<file path="src/rtl/digit_update_scheduler.sv">
// Three-requester, three-slot digit value scheduler: writes land in shadow registers and are committed to the overlays at frame start.
// Optional highlight sequencing is compiled in with `define DIGIT_HIGHLIGHT_EN.
module digit_update_scheduler #(
  parameter int VAL_W     = 8,
  parameter int MAX_VAL   = 99,
  parameter int HL_FRAMES = 30
) (
  input  logic               clk,
  input  logic               rst,
  input  logic [2:0]         req_valid,
  input  logic [5:0]         req_slot,
  input  logic [3*VAL_W-1:0] req_value,
  output logic [2:0]         req_ready,
  input  logic               frame_start,
  output logic [VAL_W-1:0]   disp_val0,
  output logic [VAL_W-1:0]   disp_val1,
  output logic [VAL_W-1:0]   disp_val2,
  output logic [2:0]         use_red,
  output logic [2:0]         pend,
  output logic               err
);

  // state  | meaning
  // ARB    | round-robin grant of writes into the shadow registers
  // COMMIT | one cycle: pending shadows copied to the display, grants blocked
  typedef enum logic {ARB = 1'b0, COMMIT = 1'b1} state_t;

  localparam logic [VAL_W-1:0] MAX_V = VAL_W'(MAX_VAL);

  state_t           r_state;
  state_t           w_state_nxt;
  logic [1:0]       r_ptr;
  logic [VAL_W-1:0] r_shadow [3];
  logic [VAL_W-1:0] r_disp   [3];
  logic [2:0]       r_pend;
  logic             r_err;

  logic [2:0]       w_gnt;
  logic             w_gnt_vld;
  logic [1:0]       w_gnt_idx;
  logic [1:0]       w_wr_slot;
  logic [VAL_W-1:0] w_wr_raw;
  logic [VAL_W-1:0] w_wr_val;
  logic [1:0]       w_ptr_nxt;

  always_ff @(posedge clk or negedge rst) begin
    if (!rst) r_state <= ARB;
    else      r_state <= w_state_nxt;
  end

  always_comb begin
    w_state_nxt = r_state;
    case (r_state)
      ARB:     if (frame_start) w_state_nxt = COMMIT;
      COMMIT:  w_state_nxt = ARB;
      default: w_state_nxt = ARB;
    endcase
  end

  // Priority order rotates with the pointer: ptr, ptr+1, ptr+2 (mod 3).
  always_comb begin
    w_gnt_idx = 2'd0;
    w_gnt_vld = 1'b0;
    if (r_state == ARB && !frame_start) begin
      case (r_ptr)
        2'd1: begin
          if      (req_valid[1]) begin w_gnt_idx = 2'd1; w_gnt_vld = 1'b1; end
          else if (req_valid[2]) begin w_gnt_idx = 2'd2; w_gnt_vld = 1'b1; end
          else if (req_valid[0]) begin w_gnt_idx = 2'd0; w_gnt_vld = 1'b1; end
        end
        2'd2: begin
          if      (req_valid[2]) begin w_gnt_idx = 2'd2; w_gnt_vld = 1'b1; end
          else if (req_valid[0]) begin w_gnt_idx = 2'd0; w_gnt_vld = 1'b1; end
          else if (req_valid[1]) begin w_gnt_idx = 2'd1; w_gnt_vld = 1'b1; end
        end
        default: begin
          if      (req_valid[0]) begin w_gnt_idx = 2'd0; w_gnt_vld = 1'b1; end
          else if (req_valid[1]) begin w_gnt_idx = 2'd1; w_gnt_vld = 1'b1; end
          else if (req_valid[2]) begin w_gnt_idx = 2'd2; w_gnt_vld = 1'b1; end
        end
      endcase
    end
  end

  always_comb begin
    w_gnt     = 3'b000;
    w_wr_slot = req_slot[1:0];
    w_wr_raw  = req_value[VAL_W-1:0];
    w_ptr_nxt = 2'd1;
    case (w_gnt_idx)
      2'd1: begin
        w_wr_slot = req_slot[3:2];
        w_wr_raw  = req_value[2*VAL_W-1:VAL_W];
        w_ptr_nxt = 2'd2;
      end
      2'd2: begin
        w_wr_slot = req_slot[5:4];
        w_wr_raw  = req_value[3*VAL_W-1:2*VAL_W];
        w_ptr_nxt = 2'd0;
      end
      default: ;
    endcase
    if (w_gnt_vld) w_gnt[w_gnt_idx] = 1'b1;
  end

  assign w_wr_val = (w_wr_raw > MAX_V) ? MAX_V : w_wr_raw;

  always_ff @(posedge clk or negedge rst) begin
    if (!rst) begin
      r_ptr  <= 2'd0;
      r_pend <= 3'b000;
      r_err  <= 1'b0;
      for (int k = 0; k < 3; k++) begin
        r_shadow[k] <= '0;
        r_disp[k]   <= '0;
      end
    end else if (r_state == COMMIT) begin
      for (int k = 0; k < 3; k++) begin
        if (r_pend[k]) r_disp[k] <= r_shadow[k];
      end
      r_pend <= 3'b000;
    end else if (w_gnt_vld) begin
      r_ptr <= w_ptr_nxt;
      // Slot code 3 has no target: the write is consumed but only flagged.
      if (w_wr_slot == 2'd3) begin
        r_err <= 1'b1;
      end else begin
        r_shadow[w_wr_slot] <= w_wr_val;
        r_pend[w_wr_slot]   <= 1'b1;
      end
    end
  end

`ifdef DIGIT_HIGHLIGHT_EN
  localparam logic [7:0] HL_LAST = 8'(HL_FRAMES - 1);

  logic [7:0] r_hl_cnt;
  logic [2:0] r_use_red;

  // Counter reloads on every real update, so the newest slots own the colour.
  always_ff @(posedge clk or negedge rst) begin
    if (!rst) begin
      r_hl_cnt  <= 8'd0;
      r_use_red <= 3'b000;
    end else if (r_state == COMMIT) begin
      if (r_pend != 3'b000) begin
        r_use_red <= r_pend;
        r_hl_cnt  <= HL_LAST;
      end else if (r_hl_cnt == 8'd0) begin
        r_use_red <= 3'b000;
      end else begin
        r_hl_cnt <= r_hl_cnt - 8'd1;
      end
    end
  end

  assign use_red = r_use_red;
`else
  assign use_red = 3'b000;
`endif

  assign req_ready = w_gnt;
  assign disp_val0 = r_disp[0];
  assign disp_val1 = r_disp[1];
  assign disp_val2 = r_disp[2];
  assign pend      = r_pend;
  assign err       = r_err;

endmodule
</file>
<file path="config.mk">
export PLATFORM = sky130hd
export DESIGN_NAME = digit_update_scheduler
export DESIGN_NICKNAME = d
export VERILOG_FILES = /design/src/rtl/digit_update_scheduler.sv
export SDC_FILE = /design/constraint.sdc
export NUM_CORES = 1
export LEC_CHECK = 0
export BUFFER_PORTS_ARGS = -buffer_cell sky130_fd_sc_hd__buf_4
export CAP_MARGIN = 30
export CORE_ASPECT_RATIO = 0.9
export CORE_MARGIN = 3
export CORE_UTILIZATION = 56
export CTS_CLUSTER_DIAMETER = 60
export DETAILED_ROUTE_END_ITERATION = 7
export GPL_TIMING_DRIVEN = 0
export PLACE_DENSITY = 0.85
export SETUP_SLACK_MARGIN = 0.15
export SLEW_MARGIN = 15
export SYNTH_ARGS = -nofsm -noshare
export SYNTH_HDL_FRONTEND = slang
export SYNTH_SLANG_ARGS = --single-unit
</file>
<file path="constraint.sdc">
create_clock -name clk -period 4.3 [get_ports clk]
set_input_delay 0.86 -clock clk [delete_from_list [all_inputs] [get_ports clk]]
set_output_delay 0.86 -clock clk [all_outputs]
set_load 0.005 [all_outputs]
</file>
==> results of run 1 <==
metal layers:
metal	vias up	part of all wire	track usage	routed length, um
met5	-	0	0	0
met4	0	0.0052	0.04941	28
met3	3	0.050	0.03995	268
met2	39	0.54	0.3768	2869
met1	925	0.41	0.2630	2183
li1	898	-	-	-
Yosys cell counts:
cell / count / area share
a211oi_1: 3 / 0.0088
a21o_1: 4 / 0.012
a21oi_1: 12 / 0.023
a22o_1: 3 / 0.010
a22oi_1: 7 / 0.021
a311o_1: 1 / 0.0039
a31o_2: 1 / 0.0034
a31oi_1: 13 / 0.032
and2_1: 5 / 0.012
and2b_2: 2 / 0.0069
and3_1: 1 / 0.0024
buf_2: 5 / 0.0098
buf_4: 3 / 0.0088
clkbuf_1: 2 / 0.0029
conb_1: 1 / 0.0015
dfrtp_1: 55 / 0.54
ha_1: 6 / 0.029
inv_1: 6 / 0.0088
mux2_2: 39 / 0.17
mux2i_1: 3 / 0.012
nand2_1: 4 / 0.0059
nand2b_1: 1 / 0.0024
nand3_1: 3 / 0.0059
nor2_1: 13 / 0.019
nor2b_1: 1 / 0.0024
nor3_1: 2 / 0.0039
nor3_2: 1 / 0.0039
nor3_4: 3 / 0.019
nor4_2: 1 / 0.0049
o21ai_0: 2 / 0.0039
o22ai_1: 1 / 0.0024
or2_2: 2 / 0.0049
or4_1: 1 / 0.0029
flip-flops by register name, summed over array words and instances (netlist names):
register / count
r_shadow: 24
disp_val0: 8
disp_val1: 8
disp_val2: 8
pend: 3
r_ptr: 2
err: 1
r_state: 1
through the flow:
step | utilization | setup WS (ns) | area, um2 | std cells | power (uW)
after floorplan | - | 1.365 | 2565 | 209 | 1187
after global placement | 0.7397 | 0.9788 | 3136 | 335 | 1452
after detailed placement | 0.7397 | 0.8843 | 3136 | 335 | 1490
after CTS | 0.7621 | 0.9674 | 3231 | 343 | 1780
after global routing | 0.7621 | 0.7987 | 3231 | 343 | 1884
final | 0.7621 | 0.9931 | 3231 | 343 | 1762
worst max-delay path by stage:
stage / cells after the start / endpoint / from
2_1_floorplan: 9 / r_shadow[14] / frame_start
3_3_place_gp: 10 / r_shadow[13] / frame_start
3_5_place_dp: 10 / r_shadow[12] / frame_start
4_1_cts: 7 / req_ready[0] / r_ptr[0]
5_1_grt: 7 / req_ready[0] / r_ptr[0]
6_report: 10 / req_ready[1] / r_ptr[0]
placed cells by master, fill, tap and decap left out, drive strengths merged, types with 2 or more instances in the layout:
cell type	instances
nor2	13
a21oi	12
or2	2
nor3	6
a22oi	7
a31oi	13
nand2	4
and2	5
conb	3
nand3	3
mux2	39
mux2i	3
buf	74
o21ai	2
dfrtp	55
a21o	4
a22o	3
ha	6
inv	6
clkbuf	9
and2b	2
a211oi	3
worst register-to-register path, delay by kind of cell, from the launching register on:
kind,cells,cell delay [ns]
compound gates,3,0.77
fa+ha+maj,2,0.71
simple gates,3,0.54
buf+inv,3,0.53
flops,1,0.39
mux,1,0.26
cell type report:
cell class | instances | area [um2] | area share
inverters | 6 | 22.52 | 0.006971
well taps | 60 | 75.07 | 0.02324
flip-flops and latches | 55 | 1376 | 0.4260
clock buffers | 7 | 86.33 | 0.02672
repair buffers | 66 | 495.5 | 0.1534
clock inverters | 1 | 8.758 | 0.002711
plain buffers | 10 | 55.05 | 0.01704
multi-input cells | 138 | 1111 | 0.3439
kinds of logic after synthesis:
logic type | Yosys count | synth area share
compound gates | 47 | 0.1204
buf+inv | 16 | 0.03033
simple gates | 40 | 0.09687
flops | 55 | 0.5382
mux | 42 | 0.1835
fa+ha+maj | 6 | 0.02935
other cells | 1 | 0.001466
power groups by stage:
stage                     registers (uW)  clock network [uW]  logic, uW
after floorplan                      779                   0        409
after global placement               785                   0        666
after detailed placement             795                   0        695
after CTS                            785                 296        698
after global routing                 807                 316        761
final                                783                 288        690
==> metrics.txt, run 1 <==
hold path endpoint err; setup repair bufs after CTS 0; number of levels in the clock H-tree 2; Post-Route Setup TNS 0 ns; share of the cycle needed by the critical path after routing 0.7691; Net Switching 573.7 uW; min Tclk post-route 3.307 ns; DRT iter0 DRCs 125; buffers from clock root to sink, at most 2; vertical die dimension 70.11 um; hold_sp err; FF+latch count, synth 55; largest fanout on the critical path 10; CP endpoint kind primary output; leakage power total 0.001544 uW; highest-delay cell along the critical path dfrtp_1; global route overflow 0; first-pass GRT wire length 9.073 mm; share of post-route cells with drive strength above 1 0.4594; initial antenna violation count 0; routed vias 1,865; setup repair after global routing missed its margin false; crit-path most repeated cell ha_1; I/O pin total 70; Detail Route Antenna Nets 0; clock net sink count 55; relative max-transition margin 0.4909; kind of launch point of the worst setup path register; clk root buf clkbuf_8; clock-pin slew on the worst setup and hold paths 0.09 ns; core area 4239 um2; min-delay worst type register to register; arrival time at the worst endpoint 2.45 ns; Max Freq 302.4 MHz; die outline width 77.24 um; quantity of I/O buffers inserted on ports 66; clock tree from TritonCTS built; post-detailed-placement half-perimeter wirelength 4.178 mm; actual transition at the worst max-transition pin 0.7637 ns; Clock Latency Late Sink 0.30 ns; count of endpoints failing hold in the final timing report 0; TritonRoute pass-1 iters 6; start-to-end type of the worst setup path register to primary output; diodes inserted 0; reg-to-reg critical path endpoint r_shadow[12]; count of final setup violators 0; longest individual stage delay on the worst path 0.39 ns; Cell variety after synth 33; Routed Wire Length 5.350 mm; required arrival time at the worst endpoint 3.44 ns; internal power 1188 uW; effective utilization at floorplan 0.6033; max capacitance violation total 0; minimum hold slack 0.4719 ns; detail-routed via count per cell 5.437; maximum number of pins on one net before global-route repair 56; portion of total power attributed to sequential cells 0.444; number of buffers inserted for hold repair after clock tree synthesis 0; r2r startpoint r_ptr[0]; crit path cell chain inv_1, ha_1, nor3_2, nor3_1, o21ai_0, or2_2, ha_1, buf_2, and2_1, buf_4; Placer Congestion 0.7571; logic depth of the worst register-to-register path 12; clock network power share 0.164; number of global-route vias before repair 1,950; CP bufs+invs 3; # nets final 324; clock buffers created by TritonCTS 5; number of core rows 22; post-synthesis instance area 2557 um2; Cells after Synth 207; global-route usage over all layers 0.2106; filler instances 334; run status finished, final reports clean; combinational share of power 0.392; Resize count post-CTS 0; syn avg cell area 12.35 um2; Area growth, synth to finish 26.32%; count of yosys warnings during synthesis 0; hold-critical path depth 1; part of the Yosys area used for sequential elements 0.5382; worst-case register-to-register setup slack 1.03 ns; setup skew after layout 0.006233 ns; Peak supply drop 0.3527 mV; switching share of power 0.3257; power per cell area 545.3 nW/um2; final routed DRC violation total 0; Routed wire per std cell 15.60 um; pins over their slew limit 0; cell family with the largest share of critical-path delay simple AND/OR/NAND/NOR gates; die area 5415 um2
Power figures use the tool's default switching activity.
==> run 2: changes to the inputs <==
--- a/config.mk
+++ b/config.mk
@@ -5,15 +5,16 @@
 export SDC_FILE = /design/constraint.sdc
 export NUM_CORES = 1
 export LEC_CHECK = 0
+export ABC_AREA = 1
 export BUFFER_PORTS_ARGS = -buffer_cell sky130_fd_sc_hd__buf_4
 export CAP_MARGIN = 30
 export CORE_ASPECT_RATIO = 0.9
 export CORE_MARGIN = 3
-export CORE_UTILIZATION = 56
+export CORE_UTILIZATION = 53
 export CTS_CLUSTER_DIAMETER = 60
 export DETAILED_ROUTE_END_ITERATION = 7
 export GPL_TIMING_DRIVEN = 0
-export PLACE_DENSITY = 0.85
+export PLACE_DENSITY = 0.8
 export SETUP_SLACK_MARGIN = 0.15
 export SLEW_MARGIN = 15
 export SYNTH_ARGS = -nofsm -noshare
==> constraint.sdc (replaced) <==
create_clock -name clk -period 3.3 [get_ports clk]
set_input_delay 0.66 -clock clk [delete_from_list [all_inputs] [get_ports clk]]
set_output_delay 0.66 -clock clk [all_outputs]
set_load 0.005 [all_outputs]
==> run 2 against run 1 <==
Clock skew decreased by 0.0023 ns; largest power group unchanged; sequential cell count stayed put; largest cell class unchanged; setup slack got worse by 0.68 ns; wire length grew 1.0%.
==> metrics.txt, run 2 <==
Detail Route Antenna Nets 0 (unchanged); vertical die dimension 73.70 um (was 70.11 um); number of buffers inserted for hold repair after clock tree synthesis 0 (unchanged); global route overflow 0 (unchanged); actual transition at the worst max-transition pin 0.6594 ns (was 0.7637 ns); I/O pin total 70 (unchanged); relative max-transition margin 0.5604 (was 0.4909); min Tclk post-route 2.985 ns; Critical path origin r_ptr[0] (unchanged); Peak supply drop 0.4445 mV (was 0.3527 mV); register with the highest flop count r_shadow (unchanged); number of levels in the clock H-tree 2 (unchanged); r2r startpoint r_ptr[0] (unchanged); Cell variety after synth 32 (was 33); CP endpoint kind primary output (unchanged); setup repair bufs after CTS 0 (unchanged); prevailing post-synth register cell dfrtp_1 (unchanged); post-synthesis instance area 2699 um2 (was 2557 um2); number of flops mapped to enable cells by yosys 0 (unchanged); routed vias 2,044 (was 1,865); share of the cycle needed by the critical path after routing 0.9044; commonest cells after routing, fill and taps aside 84 x nand2_1, 70 x buf_4, 55 x dfrtp_1 (was 69 x buf_4, 55 x dfrtp_1, 39 x mux2_2); buffers from clock root to sink, at most 2 (unchanged); Placer Congestion 0.7583 (was 0.7571); FF+latch count, synth 55 (unchanged); arrival time at the worst endpoint 2.32 ns (was 2.45 ns); logic depth of the worst register-to-register path 16 (was 12); leakage power total 0.001793 uW (was 0.001544 uW); Clock Latency Late Sink 0.30 ns (about the same); number of global-route vias before repair 1,961 (was 1,950); list of most frequent post-synthesis cells 84 x nand2_1, 55 x dfrtp_1, 27 x inv_1 (was 55 x dfrtp_1, 39 x mux2_2, 13 x a31oi_1, 13 x nor2_1, 12 x a21oi_1); final routed DRC violation total 0 (unchanged); Area growth, synth to finish 24.80% (was 26.32%); core area 4691 um2 (was 4239 um2); die area 5986 um2 (was 5415 um2); post-synthesis async set-or-reset flop share 1.000 (unchanged); max capacitance violation total 0 (unchanged); Routed Wire Length 5.404 mm (was 5.350 mm); clock tree from TritonCTS built (unchanged); maximum number of pins on one net before global-route repair 56 (unchanged); reg-to-reg critical path endpoint r_shadow[17] (was r_shadow[12]); leading area contributor after synthesis dfrtp_1 (unchanged); post-detailed-placement half-perimeter wirelength 4.067 mm (was 4.178 mm); setup slack after layout 0.3155 ns (was 0.9931 ns); DRT iter0 DRCs 98 (was 125); share of post-route cells with drive strength above 1 0.3711 (was 0.4594); worst-case register-to-register setup slack 0.46 ns (was 1.03 ns); Resize count post-CTS 0 (unchanged); run status finished, final reports clean (unchanged); clock buffers created by TritonCTS 5 (unchanged); initial antenna violation count 0 (unchanged); syn avg cell area 9.708 um2 (was 12.35 um2); pins over their slew limit 0 (unchanged); required arrival time at the worst endpoint 2.64 ns (was 3.44 ns); worst setup slack before clock tree synthesis 0.3072 ns (was 0.8843 ns); Final Total Pwr 2430 uW (was 1762 uW); count of final setup violators 0 (unchanged); TritonRoute pass-1 iters 4 (was 6); # nets final 395 (was 324); start-to-end type of the worst setup path register to primary output (unchanged); min-delay worst type primary input to async pin (was register to register); detail-routed via count per cell 4.925 (was 5.437); setup skew after layout 0.003912 ns (was 0.006233 ns); quantity of I/O buffers inserted on ports 66 (unchanged); Cells after Synth 278 (was 207); Post-Route Setup TNS 0 ns (unchanged); count of endpoints failing hold in the final timing report 0 (unchanged); largest fanout on the critical path 10 (unchanged); global-route usage over all layers 0.1959 (was 0.2106); die outline width 81.22 um (was 77.24 um); most common cell after layout, fill and taps aside nand2_1 (was buf_4); number of core rows 23 (was 22); Routed wire per std cell 13.02 um (was 15.60 um); effective utilization at floorplan 0.5754 (was 0.6033); count of yosys warnings during synthesis 0 (unchanged); power per cell area 721.4 nW/um2 (was 545.3 nW/um2); kind of launch point of the worst setup path register (unchanged); first-pass GRT wire length 8.956 mm (was 9.073 mm); cell types with the largest area share after synthesis dfrtp_1 51%, nand2_1 12%, mux2_2 8.3%, inv_1 3.8%, ha_1 2.8% (was dfrtp_1 54%, mux2_2 17%, a31oi_1 3.2%, ha_1 2.9%, a21oi_1 2.3%); part of the Yosys area used for sequential elements 0.5100 (was 0.5382); setup repair after global routing missed its margin true (was false); diodes inserted 0 (unchanged); clk root buf clkbuf_8 (unchanged); clock net sink count 55 (unchanged); clock-pin slew on the worst setup and hold paths 0.09 ns (about the same); top-count cell post-synth nand2_1 (was dfrtp_1); Max Freq 335.1 MHz; Yosys top cell area share 0.5100 (was 0.5382); number of flip-flops under the largest register name 24 (unchanged)
[run 2: cell types whose count changed after synthesis, moves of 7 or more]
| cell | before | now |
|---|---|---|
| a21oi_1 | 12 | 2 |
| a31oi_1 | 13 | 0 |
| inv_1 | 6 | 27 |
| mux2_2 | 39 | 20 |
| nand2_1 | 4 | 84 |
| nand3_1 | 3 | 10 |
| o21ai_0 | 2 | 12 |
[run 2: stage by stage]
step                        util  hold WS (ns)  std cells  area, um2
after floorplan                -        0.3644        280       2706
after global placement    0.6991        0.4482        408       3279
after detailed placement  0.6991        0.4527        408       3279
after CTS                 0.7167        0.4093        415       3362
after global routing      0.7181        0.4386        415       3368
final                     0.7181        0.3778        415       3368
[run 2: worst max-delay path by stage]
stage / end / slack [ns] / depth (start not counted)
floorplan: r_shadow[8] / 0.72 / 16
global placement: r_shadow[17] / 0.37 / 14
detailed placement: r_shadow[17] / 0.31 / 14
CTS: req_ready[2] / 0.23 / 11
global route: req_ready[2] / 0.13 / 11
finish: req_ready[2] / 0.32 / 11
[run 2: final cells by class]
type / count / area [um2]
inverters: 31 / 123.9
fillers: 367 / 1323
repair buffers: 66 / 495.5
well taps: 62 / 77.57
multi-input cells: 185 / 1139
clock inverters: 2 / 13.76
clock buffers: 5 / 68.82
flip-flops and latches: 55 / 1376
plain buffers: 9 / 73.82
[run 2: report_power, final]
part	switching, uW	leakage (uW)	internal, uW
sequential	136	0.000707	931
combinational	522	0.00104	488
clock	208	0.0000440	146
[run 2: cells by family after synthesis]
logic type,share of synthesized area
other,0.001389
buffers and inverters,0.07325
AO/OA/AOI/OAI,0.05842
AND/OR/NAND/NOR,0.2457
flip-flops,0.5100
adder cells (fa/ha/maj),0.02782
multiplexers,0.08345
[run 2: layer usage]
layer  routed length (um)  vias up  global-route usage  share of wire
li1                     -     1039                   -              -
met1                 2440      936              0.2801           0.45
met2                 2562       64              0.3063           0.47
met3                  338        5             0.04044          0.063
met4                   63        0             0.04878          0.012
met5                    0        -                   0              0
[run 2: worst max-delay path, stage by stage, from the launching register on]
cell and delay (ns):
dfrtp_1 0.39, inv_1 0.06, ha_1 0.31, inv_1 0.08, nand2_1 0.07, a21oi_1 0.07, a2111oi_1 0.32, ha_1 0.25
buf_2 0.22, inv_1 0.06, nor2_1 0.10, buf_4 0.11
